===== src/rtl/spi_xfer_sequencer_if.sv =====
// Register-bus interface between the transfer sequencer and an SPI master
// peripheral.
//   psel    : access select, high for exactly one cycle per access
//   penable : active-low strobe, low while psel is high
//   we / re : write / read qualifier, exactly one high during an access
//   addrd   : register address
//   datao   : write data (sequencer to peripheral)
//   datai   : read data (peripheral to sequencer), valid in the access cycle
interface spi_xfer_sequencer_if;
  logic       psel;
  logic       penable;
  logic       we;
  logic       re;
  logic [7:0] addrd;
  logic [7:0] datao;
  logic [7:0] datai;

  modport master (
    output psel, penable, we, re, addrd, datao,
    input  datai
  );

  modport slave (
    input  psel, penable, we, re, addrd, datao,
    output datai
  );
endinterface


===== src/rtl/spi_xfer_sequencer.sv =====
// Multi-byte SPI transfer sequencer. Drives an SPI master peripheral through
// its register bus: configures SPCR once, then per byte writes SPDR, polls
// SPSR until the transfer-complete bit is set, reads SPDR into a receive FIFO
// and clears SPSR. A per-byte poll budget aborts the transfer with a sticky
// error flag.
// Ports:
//   CLK, RESET        : clock, asynchronous active-high reset
//   start             : one-cycle pulse, accepted only while idle
//   xfer_len          : byte count sampled on start (0 means 256)
//   spcr_cfg          : SPI control value sampled on start (bit 6 forced on)
//   tx_data/valid/ready : transmit byte stream into the sequencer
//   rx_data/valid/ready : receive byte stream from the FIFO head
//   busy, done, err   : status (done is a pulse, err is sticky)
//   bus               : register-bus master port
module spi_xfer_sequencer #(
  parameter logic [7:0] SPCR_ADDR = 8'h02,
  parameter logic [7:0] SPSR_ADDR = 8'h03,
  parameter logic [7:0] SPDR_ADDR = 8'h04,
  parameter int         RX_DEPTH  = 4,
  parameter int         TIMEOUT   = 4095
) (
  input  logic                        CLK,
  input  logic                        RESET,
  input  logic                        start,
  input  logic [7:0]                  xfer_len,
  input  logic [7:0]                  spcr_cfg,
  input  logic [7:0]                  tx_data,
  input  logic                        tx_valid,
  output logic                        tx_ready,
  output logic [7:0]                  rx_data,
  output logic                        rx_valid,
  input  logic                        rx_ready,
  output logic                        busy,
  output logic                        done,
  output logic                        err,
  spi_xfer_sequencer_if.master        bus
);

  localparam int          AW        = $clog2(RX_DEPTH);
  localparam logic [11:0] TIMEOUT_C = 12'(TIMEOUT);

  typedef enum logic [2:0] {
    ST_IDLE  = 3'd0,
    ST_CFG   = 3'd1,
    ST_FETCH = 3'd2,
    ST_WRDR  = 3'd3,
    ST_POLL  = 3'd4,
    ST_RDDR  = 3'd5,
    ST_CLR   = 3'd6,
    ST_DONE  = 3'd7
  } state_t;

  state_t      state_r, state_nx_s;
  logic [8:0]  cnt_r;
  logic [11:0] poll_cnt_r;
  logic        err_r;

  logic        psel_r, penable_r, we_r, re_r;
  logic [7:0]  addr_r, data_r;
  logic        psel_nx_s, we_nx_s, re_nx_s;
  logic [7:0]  addr_nx_s, data_nx_s;

  logic [7:0]  mem_r [RX_DEPTH];
  logic [AW:0] wptr_r, rptr_r;
  logic        full_s, empty_s, push_s, pop_s;

  logic        tx_fire_s, poll_hit_s, poll_last_s, cnt_last_s;

  // FIFO status: the extra pointer bit separates full from empty
  assign empty_s = (wptr_r == rptr_r);
  assign full_s  = (wptr_r[AW] != rptr_r[AW]) && (wptr_r[AW-1:0] == rptr_r[AW-1:0]);
  assign push_s  = (state_r == ST_RDDR);
  assign pop_s   = ~empty_s & rx_ready;

  // FETCH only offers a slot when the byte's eventual push cannot overflow;
  // between FETCH and RDDR only pops can change the FIFO level
  assign tx_ready    = (state_r == ST_FETCH) & ~full_s;
  assign tx_fire_s   = tx_ready & tx_valid;
  assign poll_hit_s  = bus.datai[0];
  assign poll_last_s = ((poll_cnt_r + 12'd1) == TIMEOUT_C);
  assign cnt_last_s  = (cnt_r == 9'd1);

  assign busy     = (state_r != ST_IDLE);
  assign done     = (state_r == ST_DONE);
  assign err      = err_r;
  assign rx_valid = ~empty_s;
  assign rx_data  = mem_r[rptr_r[AW-1:0]];

  assign bus.psel    = psel_r;
  assign bus.penable = penable_r;
  assign bus.we      = we_r;
  assign bus.re      = re_r;
  assign bus.addrd   = addr_r;
  assign bus.datao   = data_r;

  // Next-state decode, then the bus access belonging to the next state
  always_comb begin
    state_nx_s = state_r;
    case (state_r)
      ST_IDLE:  if (start) state_nx_s = ST_CFG; else state_nx_s = ST_IDLE;
      ST_CFG:   state_nx_s = ST_FETCH;
      ST_FETCH: if (tx_fire_s) state_nx_s = ST_WRDR; else state_nx_s = ST_FETCH;
      ST_WRDR:  state_nx_s = ST_POLL;
      ST_POLL: begin
        if (poll_hit_s)       state_nx_s = ST_RDDR;
        else if (poll_last_s) state_nx_s = ST_DONE;
        else                  state_nx_s = ST_POLL;
      end
      ST_RDDR:  state_nx_s = ST_CLR;
      ST_CLR:   if (cnt_last_s) state_nx_s = ST_DONE; else state_nx_s = ST_FETCH;
      ST_DONE:  state_nx_s = ST_IDLE;
      default:  state_nx_s = ST_IDLE;
    endcase

    psel_nx_s = 1'b0;
    we_nx_s   = 1'b0;
    re_nx_s   = 1'b0;
    addr_nx_s = 8'h00;
    data_nx_s = 8'h00;
    // CFG is only entered from IDLE on start and WRDR only from a FETCH
    // handshake, so the raw inputs are the values to be latched
    case (state_nx_s)
      ST_CFG:  begin psel_nx_s = 1'b1; we_nx_s = 1'b1; addr_nx_s = SPCR_ADDR; data_nx_s = spcr_cfg | 8'h40; end
      ST_WRDR: begin psel_nx_s = 1'b1; we_nx_s = 1'b1; addr_nx_s = SPDR_ADDR; data_nx_s = tx_data; end
      ST_POLL: begin psel_nx_s = 1'b1; re_nx_s = 1'b1; addr_nx_s = SPSR_ADDR; end
      ST_RDDR: begin psel_nx_s = 1'b1; re_nx_s = 1'b1; addr_nx_s = SPDR_ADDR; end
      ST_CLR:  begin psel_nx_s = 1'b1; we_nx_s = 1'b1; addr_nx_s = SPSR_ADDR; data_nx_s = 8'h01; end
      default: begin psel_nx_s = 1'b0; end
    endcase
  end

  // State register and registered bus outputs
  always_ff @(posedge CLK or posedge RESET) begin
    if (RESET) begin
      state_r   <= ST_IDLE;
      psel_r    <= 1'b0;
      penable_r <= 1'b1;
      we_r      <= 1'b0;
      re_r      <= 1'b0;
      addr_r    <= 8'h00;
      data_r    <= 8'h00;
    end else begin
      state_r   <= state_nx_s;
      psel_r    <= psel_nx_s;
      penable_r <= ~psel_nx_s;
      we_r      <= we_nx_s;
      re_r      <= re_nx_s;
      addr_r    <= addr_nx_s;
      data_r    <= data_nx_s;
    end
  end

  // Byte counter, per-byte poll counter and sticky timeout flag
  always_ff @(posedge CLK or posedge RESET) begin
    if (RESET) begin
      cnt_r      <= 9'd0;
      poll_cnt_r <= 12'd0;
      err_r      <= 1'b0;
    end else begin
      if (state_r == ST_IDLE && start) begin
        cnt_r <= (xfer_len == 8'd0) ? 9'd256 : {1'b0, xfer_len};
        err_r <= 1'b0;
      end else if (state_r == ST_CLR) begin
        cnt_r <= cnt_r - 9'd1;
      end
      if (state_r == ST_WRDR) begin
        poll_cnt_r <= 12'd0;
      end else if (state_r == ST_POLL && !poll_hit_s) begin
        poll_cnt_r <= poll_cnt_r + 12'd1;
        if (poll_last_s) err_r <= 1'b1;
      end
    end
  end

  // FIFO pointers; push and pop are independent and may coincide
  always_ff @(posedge CLK or posedge RESET) begin
    if (RESET) begin
      wptr_r <= '0;
      rptr_r <= '0;
    end else begin
      if (push_s) wptr_r <= wptr_r + {{AW{1'b0}}, 1'b1};
      if (pop_s)  rptr_r <= rptr_r + {{AW{1'b0}}, 1'b1};
    end
  end

  // FIFO storage, written with the SPDR read data
  always_ff @(posedge CLK) begin
    if (push_s) mem_r[wptr_r[AW-1:0]] <= bus.datai;
  end

endmodule


===== src/flat_wrapper.sv =====
// flat-port wrapper written by rule: the top's interface ports become plain ports
module spi_xfer_sequencer_flat 
#(
  parameter logic [7:0] SPCR_ADDR = 8'h02,
  parameter logic [7:0] SPSR_ADDR = 8'h03,
  parameter logic [7:0] SPDR_ADDR = 8'h04,
  parameter int         RX_DEPTH  = 4,
  parameter int         TIMEOUT   = 4095
)
  (CLK, RESET, start, xfer_len, spcr_cfg, tx_data, tx_valid, tx_ready, rx_data, rx_valid, rx_ready, busy, done, err, bus_psel, bus_penable, bus_we, bus_re, bus_addrd, bus_datao, bus_datai);
  spi_xfer_sequencer_if bus_i ();
  input  logic CLK;
  input  logic RESET;
  input  logic start;
  input  logic [7:0] xfer_len;
  input  logic [7:0] spcr_cfg;
  input  logic [7:0] tx_data;
  input  logic tx_valid;
  output logic tx_ready;
  output logic [7:0] rx_data;
  output logic rx_valid;
  input  logic rx_ready;
  output logic busy;
  output logic done;
  output logic err;
  output wire logic [$bits(bus_i.psel)-1:0] bus_psel;
  output wire logic [$bits(bus_i.penable)-1:0] bus_penable;
  output wire logic [$bits(bus_i.we)-1:0] bus_we;
  output wire logic [$bits(bus_i.re)-1:0] bus_re;
  output wire logic [$bits(bus_i.addrd)-1:0] bus_addrd;
  output wire logic [$bits(bus_i.datao)-1:0] bus_datao;
  input wire logic [$bits(bus_i.datai)-1:0] bus_datai;
  assign bus_psel = bus_i.psel;
  assign bus_penable = bus_i.penable;
  assign bus_we = bus_i.we;
  assign bus_re = bus_i.re;
  assign bus_addrd = bus_i.addrd;
  assign bus_datao = bus_i.datao;
  assign bus_i.datai = bus_datai;
  spi_xfer_sequencer #(.SPCR_ADDR(SPCR_ADDR), .SPSR_ADDR(SPSR_ADDR), .SPDR_ADDR(SPDR_ADDR), .RX_DEPTH(RX_DEPTH), .TIMEOUT(TIMEOUT)) u_core (.CLK(CLK), .RESET(RESET), .start(start), .xfer_len(xfer_len), .spcr_cfg(spcr_cfg), .tx_data(tx_data), .tx_valid(tx_valid), .tx_ready(tx_ready), .rx_data(rx_data), .rx_valid(rx_valid), .rx_ready(rx_ready), .busy(busy), .done(done), .err(err), .bus(bus_i));
endmodule

===== config.mk =====
export PLATFORM = sky130hd
export DESIGN_NAME = spi_xfer_sequencer_flat
export DESIGN_NICKNAME = d
export VERILOG_FILES = /design/src/rtl/spi_xfer_sequencer_if.sv /design/src/rtl/spi_xfer_sequencer.sv /design/src/flat_wrapper.sv
export SDC_FILE = /design/constraint.sdc
export NUM_CORES = 1
export LEC_CHECK = 0
export ABC_AREA = 1
export ABC_CLOCK_PERIOD_IN_PS = 2570
export CORE_MARGIN = 2
export CORE_UTILIZATION = 40
export CTS_BUF_LIST = sky130_fd_sc_hd__clkbuf_8
export DETAILED_ROUTE_END_ITERATION = 10
export HOLD_SLACK_MARGIN = 0.12
export SYNTH_ARGS = -nofsm -noshare
export SYNTH_HDL_FRONTEND = slang
export SYNTH_SLANG_ARGS = --single-unit

===== constraint.sdc =====
create_clock -name CLK -period 2.57 [get_ports CLK]
set_input_delay 0.257 -clock CLK [delete_from_list [all_inputs] [get_ports CLK]]
set_output_delay 0.257 -clock CLK [all_outputs]
set_load 0.03 [all_outputs]

; ---- After elaboration in Yosys (flattened, before gate mapping)
; Memories as Yosys holds them, arrays and structs flattened.
; Cells that the tools add are included.
[totals]
reg_bits = 46
ramBits = 32
inputBits = 37
word_cells = 76
n_memories = 1
[mem_list]
columns = memory, depth, width, read_ports, rd_ports_with_merged_regs, write_ports, line
row1 = u_core.mem_r, 4, 8, 1, 0, 1, spi_xfer_sequencer.sv:63  ; logic [7:0] mem_r [RX_DEPTH];
[classes]
add_sub_neg = 4
eq_ne = 17
muxes = 22
n_bitwise = 6
n_reduce_logical = 14
[op_table]
columns = operator, count
row1 = $mux 9, 3
row2 = $mux 12, 2
row3 = $pmux 3 s8, 1
row4 = $pmux 8 s3, 1
row5 = $eq 3x3->1 const B, 7
row6 = $add 12x1->12 const B, 1
row7 = $eq 12x12->1 const B, 1
row8 = $mux 1, 11
row9 = $eq 3x2->1 const B, 3
row10 = $eq 9x1->1 const B, 1
row11 = $pmux 3 s3, 1
row12 = $sub 9x1->9 const B, 1
row13 = $logic_not 8->1, 1
row14 = $add 3x1->3 const B, 2
row15 = $eq 3x1->1 const B, 2
row16 = $mux 3, 2
row17 = $reduce_or 2->1, 3
row18 = $reduce_or 5->1, 1
row19 = $reduce_bool 2->1, 2
row20 = $and 1x1->1, 3
row21 = $eq 3x3->1, 1
row22 = $logic_and 1x1->1, 3
row23 = $logic_not 3->1, 1
row24 = $not 1->1, 3
row25 = 6 further kinds, 6

; ---- Logic depth before layout (Yosys ltp)
; Gate-level depths: netlist (run 1).
[depth]
word_depth = 11
mapped_depth = 14
mapped_depth_nobuf = 14

; ---- Least setup slack after synthesis (run 1)
; Ideal clock, no wire load.
[synth_timing]
path_kind = reg2out
start = reg u_core.rptr_r[0]
end = out rx_data[6]
t_arrival_ns = 1.532
setup_slack_ns = 0.781
path_stages_with_launch = 6
cell_sequence = dfrtp_1 > buf_2 > inv_1 > buf_1 > o21ai_0 > o22ai_1
[synth_via]
elab_chain_cells = 1
[synth_lines]
columns = item, line
row1 = "start, declared", spi_xfer_sequencer.sv:64  ; logic [AW:0] wptr_r, rptr_r;
row2 = "start signal, assigned", spi_xfer_sequencer.sv:182  ; if (pop_s) rptr_r <= rptr_r + {{AW{1'b0}}, 1'b1};
row3 = $mem_v2 4x8, -
row4 = "end, declared", flat_wrapper.sv:20  ; output logic [7:0] rx_data;
; No other way between the ends.

; ---- Worst setup path in the final report (run 1)
[layout_timing]
start = reg u_core.rptr_r[1]
end = out tx_ready
[layout_via]
elab_chain_cells = 4
[layout_lines]
columns = item, line
row1 = $eq 2x2->1, spi_xfer_sequencer.sv:71  ; assign full_s = (wptr_r[AW] != rptr_r[AW]) && (wptr_r[AW-1:0] == rptr_r[AW-1:0]);
row2 = $logic_and 1x1->1, spi_xfer_sequencer.sv:71
row3 = $not 1->1, spi_xfer_sequencer.sv:77  ; assign tx_ready = (state_r == ST_FETCH) & ~full_s;
row4 = $and 1x1->1, spi_xfer_sequencer.sv:77
row5 = "end, declared", flat_wrapper.sv:19  ; output logic tx_ready;
; No other way between the ends.

==> metrics.yaml, run 1 <==
crit_chain: "inv_2 -> nand2_1 -> a21oi_1 -> nand2_1 -> nand4_1 -> inv_1 -> clkdlybuf4s50_1"
ctsHtreeMaxLevel: 3
vias: 2795
setup_viol: 0
p_per_area_mw_per_mm2: 1050
cts.sinks: 78
path_common_cell: "nand2_1"
worstMarginPinSlew_ns: 0.594
die-area_mm2: 0.00998
netlist_instances: 377
clock.fmax_ghz: 0.418
yosysWarningCount: 0
cts_made_buffers: 9
cts_resized: 0
ys_top_cells_by_area: "dfrtp_1 31%, edfxtp_1 26%, nand2_1 7.4%"
peakVddDrop_uv: 561
max_stage_delay_ns: 0.68
synth_cell_types: 35
worstPathRequired_ns: 2.31
end_kind: "output port"
fill_cells: 795
fp.coreArea_mm2: 0.00881
cts_tree: "done"
globalRouteOverflowTotal: 0
syn-cell-area_mm2: 0.00368
slew-limit-headroom_pct: 60.4
start_util_pct: 41.8
grt.total_usage_pct: 16.9
p_leak_nw: 1.99
drive_gt1_share_pct: 11.2
first_iter_violations: 164
die_h_um: 99.9
path_max_fanout: 10
cp-start-kind: "flip-flop"
layout.nets: 498
ctsHoldBuffers: 0
drc: 0
critPathKind: "reg2out"
synthToLayoutAreaGrowth_pct: 27.2
hold_class: "in2async"
cts_root_buf: "clkbuf_8"
min_period_ns: 2.39
layout_common_cells: "73 x nand2_1, 63 x clkdlybuf4s50_1, 45 x dfrtp_1"
port_buffers: 63
critPathTopFamily: "buffers and inverters"
clk_path_buf_depth: 2
clock_skew_ns: 0.00846
wl_per_cell_um: 14.0
hold_viol_final: 0
diodes: 0
placementRows: 34
regArea_mm2: 0.00211
dieWidth_um: 99.9
r2r_cells: 13
worstPathArrival_ns: 2.14
avgSynthCellArea_um2: 9.76
grt_pass1_vias: 2779
finalInstanceArea_mm2: 0.00468
viasPerCell: 4.95
dp_hpwl_um: 5480
yosysSeqAreaShare_pct: 57.4
timing.final.crit_share_pct: 93.1
post-cts-setup-buffer-count: 0
critical_path.slowest_cell: "clkdlybuf4s50_1"
multiInputGateArea_mm2: 0.00134
cp_num_buf_inv: 3
worst-path-stages: 7
clkTransAtPathRegs_ns: 0.09
outcome: "finished clean"
gp_congestion: 0.821
rsz0062_at_grt: "false"
drt-total-wl_um: 7890
synth.largest_area_cell: "dfrtp_1"
max_cap_viol_count: 0
postRouteAntennaNets: 0
io-pin-count: 70
place_area_mm2: 0.00445
layout_commonest_cell: "nand2_1"
ys_ff_latch: 78
clk_latency_ns: 0.35
r2r_setup_slack_ns: 0.65
dr.pass1.iters: 4
final_util_pct: 53.2
fin_tns_setup_ns: 0
grt_pass1_wl_um: 13100
antenna_found_initial: 0
slew_violations: 0
synth_top_cell_area_share_pct: 30.6
grt_max_degree: 47
-- state kept, by name (all words and copies together) (netlist names), 3 cells and up --
register / count
u_core.cnt_r: 9
u_core.bus.addrd: 3
u_core.wptr_r: 3
u_core.rptr_r: 3
u_core.poll_cnt_r: 12
u_core.state_r: 3
u_core.mem_r: 32
u_core.bus.datao: 8
-- area by class of cell --
type,instances,area share (%)
flip-flops and latches,78,45.1
multi-input cells,245,28.6
repair buffers,70,14.6
inverters,48,3.85
well taps,108,2.89
clock buffers,9,2.65
clock inverters,7,2.24
-- metal layers --
layer | up-vias | wire length, um | track usage, %
met1 | 1316 | 3620 | 22.7
met3 | 15 | 327 | 4.81
li1 | 1402 | - | -
met2 | 62 | 3790 | 26.6
met5 | - | 0 | 0
met4 | 0 | 157 | 5.58
-- Yosys cell counts --
master,count
o22ai_1,9
buf_2,3
nor2_4,5
nand3_2,4
nand2_1,73
o22ai_4,1
o311ai_0,1
ha_1,9
buf_1,1
a21oi_1,4
clkbuf_1,1
o21ai_0,33
inv_1,41
o21ai_1,1
nand4_1,4
nor2_2,2
dfrtp_1,45
xor2_1,7
o211ai_1,4
nor2_1,42
buf_4,5
nor3_1,1
xnor2_1,3
nand2_2,5
o221ai_1,1
nand4_2,1
dfstp_2,1
a22o_1,7
nand3_1,18
edfxtp_1,32
nor4_1,3
a22oi_1,1
inv_2,7
conb_1,1
nor3_4,1
-- cells by family after synthesis --
| logic type | share of synthesized area (%) |
|---|---|
| flip-flops | 57.4 |
| buffers and inverters | 6.53 |
| AO/OA/AOI/OAI | 10.4 |
| adder cells (fa/ha/maj) | 3.06 |
| XOR/XNOR | 2.38 |
| other | 0.102 |
| AND/OR/NAND/NOR | 20.1 |
-- path summary, 6_finish.rpt --
path,from,to
worst max-delay path,u_core.rptr_r[1],tx_ready
worst min-delay path,RESET,u_core.poll_cnt_r[4]
worst max register to register,u_core.poll_cnt_r[0],u_core.bus.addrd[2]
worst min register to register,u_core.rptr_r[2],u_core.rptr_r[2]
max in group asynchronous,RESET,u_core.bus.datao[3]
min in group CLK,tx_data[0],u_core.bus.datao[0]
-- where the power goes --
group          leakage (nW)  internal (mW)  switching, mW
Clock                 0.112          0.560          0.492
Combinational         0.995          0.822           1.31
Sequential            0.886           1.56          0.190
Total                  1.99           2.94           2.00
-- worst reg2reg max path: stages (launching register included) --
cell and delay, ns:
dfrtp_1 0.44, ha_1 0.25, nand2_1 0.12, inv_1 0.05
nand2_1 0.07, nand2_1 0.08, nor2_1 0.11, nand4_1 0.10
nor2_1 0.12, nand2_2 0.09, o22ai_4 0.14, nor2_1 0.09
nand2_1 0.09, nand2_1 0.05
-- through the flow --
step	std cells	hold slack (ns)	total power [mW]	worst slack (ns)
3_3_place_gp	549	0.476	3.89	0.536
6_report	565	0.361	4.94	0.176
4_1_cts	565	0.384	4.99	0.129
2_1_floorplan	381	0.356	3.15	0.781
5_1_grt	565	0.419	5.29	0.0108
3_5_place_dp	549	0.482	3.92	0.526
Power figures use the tool's default switching activity.
==> run 2: changes to the inputs <==
CORE_MARGIN = 1   (was 2)
MAX_ROUTING_LAYER = met4   (was unset)
==> run 2 against run 1 <==
The flow now finishes with violations (design-rule violations). Die area shrank 4.0%. Hold slack is essentially flat. Final cell count is the same. Worst setup slack lost 0.034 ns. First-iteration DRC count shrank 37%. Fmax shrank 1.4%. Clock skew grew 0.0028 ns. Non-clock buffer count is the same. Combinational power is essentially flat. Wire length shrank 1.3%. Critical path type unchanged.
==> metrics.yaml, run 2 (synthesized netlist as in run 1, its figures left out) <==
peakVddDrop_uv: 650  # +16%
min_period_ns: 2.43  # +0.0339 ns
outcome: "finished with violations"
port_buffers: 63  # unchanged
setup_viol: 0  # unchanged
place_ws_ns: 0.523  # -0.00232 ns
drive_gt1_share_pct: 11.2  # unchanged
dp_hpwl_um: 5400  # -1.5%
clk_path_buf_depth: 2  # unchanged
r2r-start: "u_core.poll_cnt_r[0]"
critPathKind: "reg2out"
cts_root_buf: "clkbuf_8"
layout_commonest_cell: "nand2_1"
fp.coreArea_mm2: 0.00881  # unchanged
clock_skew_ns: 0.0113  # +0.00285 ns
viasPerCell: 4.95  # +0.11%
diodes: 0  # unchanged
fin_tns_setup_ns: 0  # unchanged
slew-limit-headroom_pct: 59.5  # -0.82 points
clkTransAtPathRegs_ns: 0.09  # about the same
vias: 2798  # +0.11%
p_per_area_mw_per_mm2: 1030  # -2.2%
post-cts-setup-buffer-count: 0  # unchanged
path_max_fanout: 18  # +8
p_leak_nw: 1.96  # -1.6%
r2r_cells: 13  # unchanged
worstPathArrival_ns: 2.17  # +0.03 ns
worstPathRequired_ns: 2.31  # about the same
drt-total-wl_um: 7790  # -1.3%
largest_reg_flops: 32  # unchanged
timing.rr.end: "u_core.bus.addrd[2]"
hold_viol_final: 0  # unchanged
synthToLayoutAreaGrowth_pct: 26.5
cts_made_buffers: 9  # unchanged
cts_tree: "done"
finalInstanceArea_mm2: 0.00465  # -0.61%
place_area_mm2: 0.00445  # unchanged
clock.fmax_ghz: 0.412  # -1.4%
grt.total_usage_pct: 18.2  # +1.3 points
worstMarginPinSlew_ns: 0.607  # +0.0123 ns
crit_end: "tx_ready"
grt_pass1_wl_um: 13100  # -0.31%
layout_common_cells: "73 x nand2_1, 63 x clkdlybuf4s50_1, 45 x dfrtp_1"
slew_violations: 0  # unchanged
fin_ws_ns: 0.142  # -0.0339 ns
clk_latency_ns: 0.35  # about the same
cts.sinks: 78  # unchanged
timing.final.crit_share_pct: 94.5  # +1.3 points
antenna_found_initial: 0  # unchanged
globalRouteOverflowTotal: 0  # unchanged
cp-start-kind: "flip-flop"
dr.pass1.iters: 9  # +5
ctsHtreeMaxLevel: 3  # unchanged
layout.nets: 498  # unchanged
hold_class: "in2async"
top_layer: "met4"
wl_met2_um: 3700  # -2.4%
violations: "design-rule violations"
wl_per_cell_um: 13.8  # -1.3%
gp_congestion: 0.870  # +6.0%
die-area_mm2: 0.00959  # -4.0%
rsz0062_at_grt: "false"
grt_pass1_vias: 2746  # -1.2%
grt_max_degree: 47  # unchanged
startpoint: "u_core.rptr_r[0]"
routed-wl-met3_um: 326  # -0.31%
postRouteAntennaNets: 0  # unchanged
r2r_setup_slack_ns: 0.61  # -0.04 ns
placementRows: 34  # unchanged
io-pin-count: 70  # unchanged
first_iter_violations: 103  # -37%
drt-met1-wl_um: 3580  # -1.1%
end_kind: "output port"
drc: 6  # +6
dieWidth_um: 97.9  # -2.0%
start_util_pct: 41.8  # unchanged
die_h_um: 97.9  # -2.0%
max_cap_viol_count: 0  # unchanged
-- run 2: how the worst min path moves through the flow --
stage	slack, ns	cells past startpoint	to	startpoint
floorplan	0.36	0	u_core.mem_r[0][0]	bus_datai[0]
global placement	0.48	1	u_core.wptr_r[2]	u_core.wptr_r[2]
detailed placement	0.48	1	u_core.wptr_r[2]	u_core.wptr_r[2]
CTS	0.39	3	u_core.poll_cnt_r[8]	RESET
global route	0.43	3	u_core.poll_cnt_r[7]	RESET
finish	0.36	3	u_core.poll_cnt_r[8]	RESET
-- run 2: power breakdown --
part / internal (mW) / switching, mW / leakage [nW]
sequential: 1.56 / 0.193 / 0.886
clock: 0.448 / 0.473 / 0.0855
combinational: 0.824 / 1.30 / 0.989
total: 2.83 / 1.97 / 1.96
-- run 2: what timing repair did --
item                       in CTS  in global routing
setup endpoints to repair       0                  1
hold buffers                    0                  0
gates resized for setup         0                  1
-- run 2: metrics by stage --
stage | util (%) | hold WS, ns | std cells | power [mW]
2_1_floorplan | - | 0.356 | 381 | 3.15
3_3_place_gp | 50.6 | 0.476 | 549 | 3.88
3_5_place_dp | 50.6 | 0.481 | 549 | 3.92
4_1_cts | 52.8 | 0.389 | 565 | 4.85
5_1_grt | 52.8 | 0.433 | 565 | 5.14
6_report | 52.8 | 0.361 | 565 | 4.80
-- run 2: layer usage --
metal	track usage (%)	up-vias
met5	-	-
met1	23.1	1306
li1	-	1399
met4	8.28	0
met2	27.7	77
met3	4.29	16
-- run 2: area by class of cell --
type / count / area (um^2)
Fill cell: 803 / 4150
Multi-Input combinational cell: 245 / 1340
Tap cell: 108 / 135
Clock buffer: 9 / 124
Inverter: 48 / 184
Clock inverter: 7 / 72.6
Sequential cell: 78 / 2110
Timing Repair Buffer: 70 / 683
-- run 2: worst max-delay path, cell delays in order (launching register included) --
cell             delay, ns
dfrtp_1               0.40
buf_4                 0.25
xor2_1                0.16
a21oi_1               0.07
nand2_1               0.08
nand4_1               0.08
inv_1                 0.10
clkdlybuf4s50_1       0.69
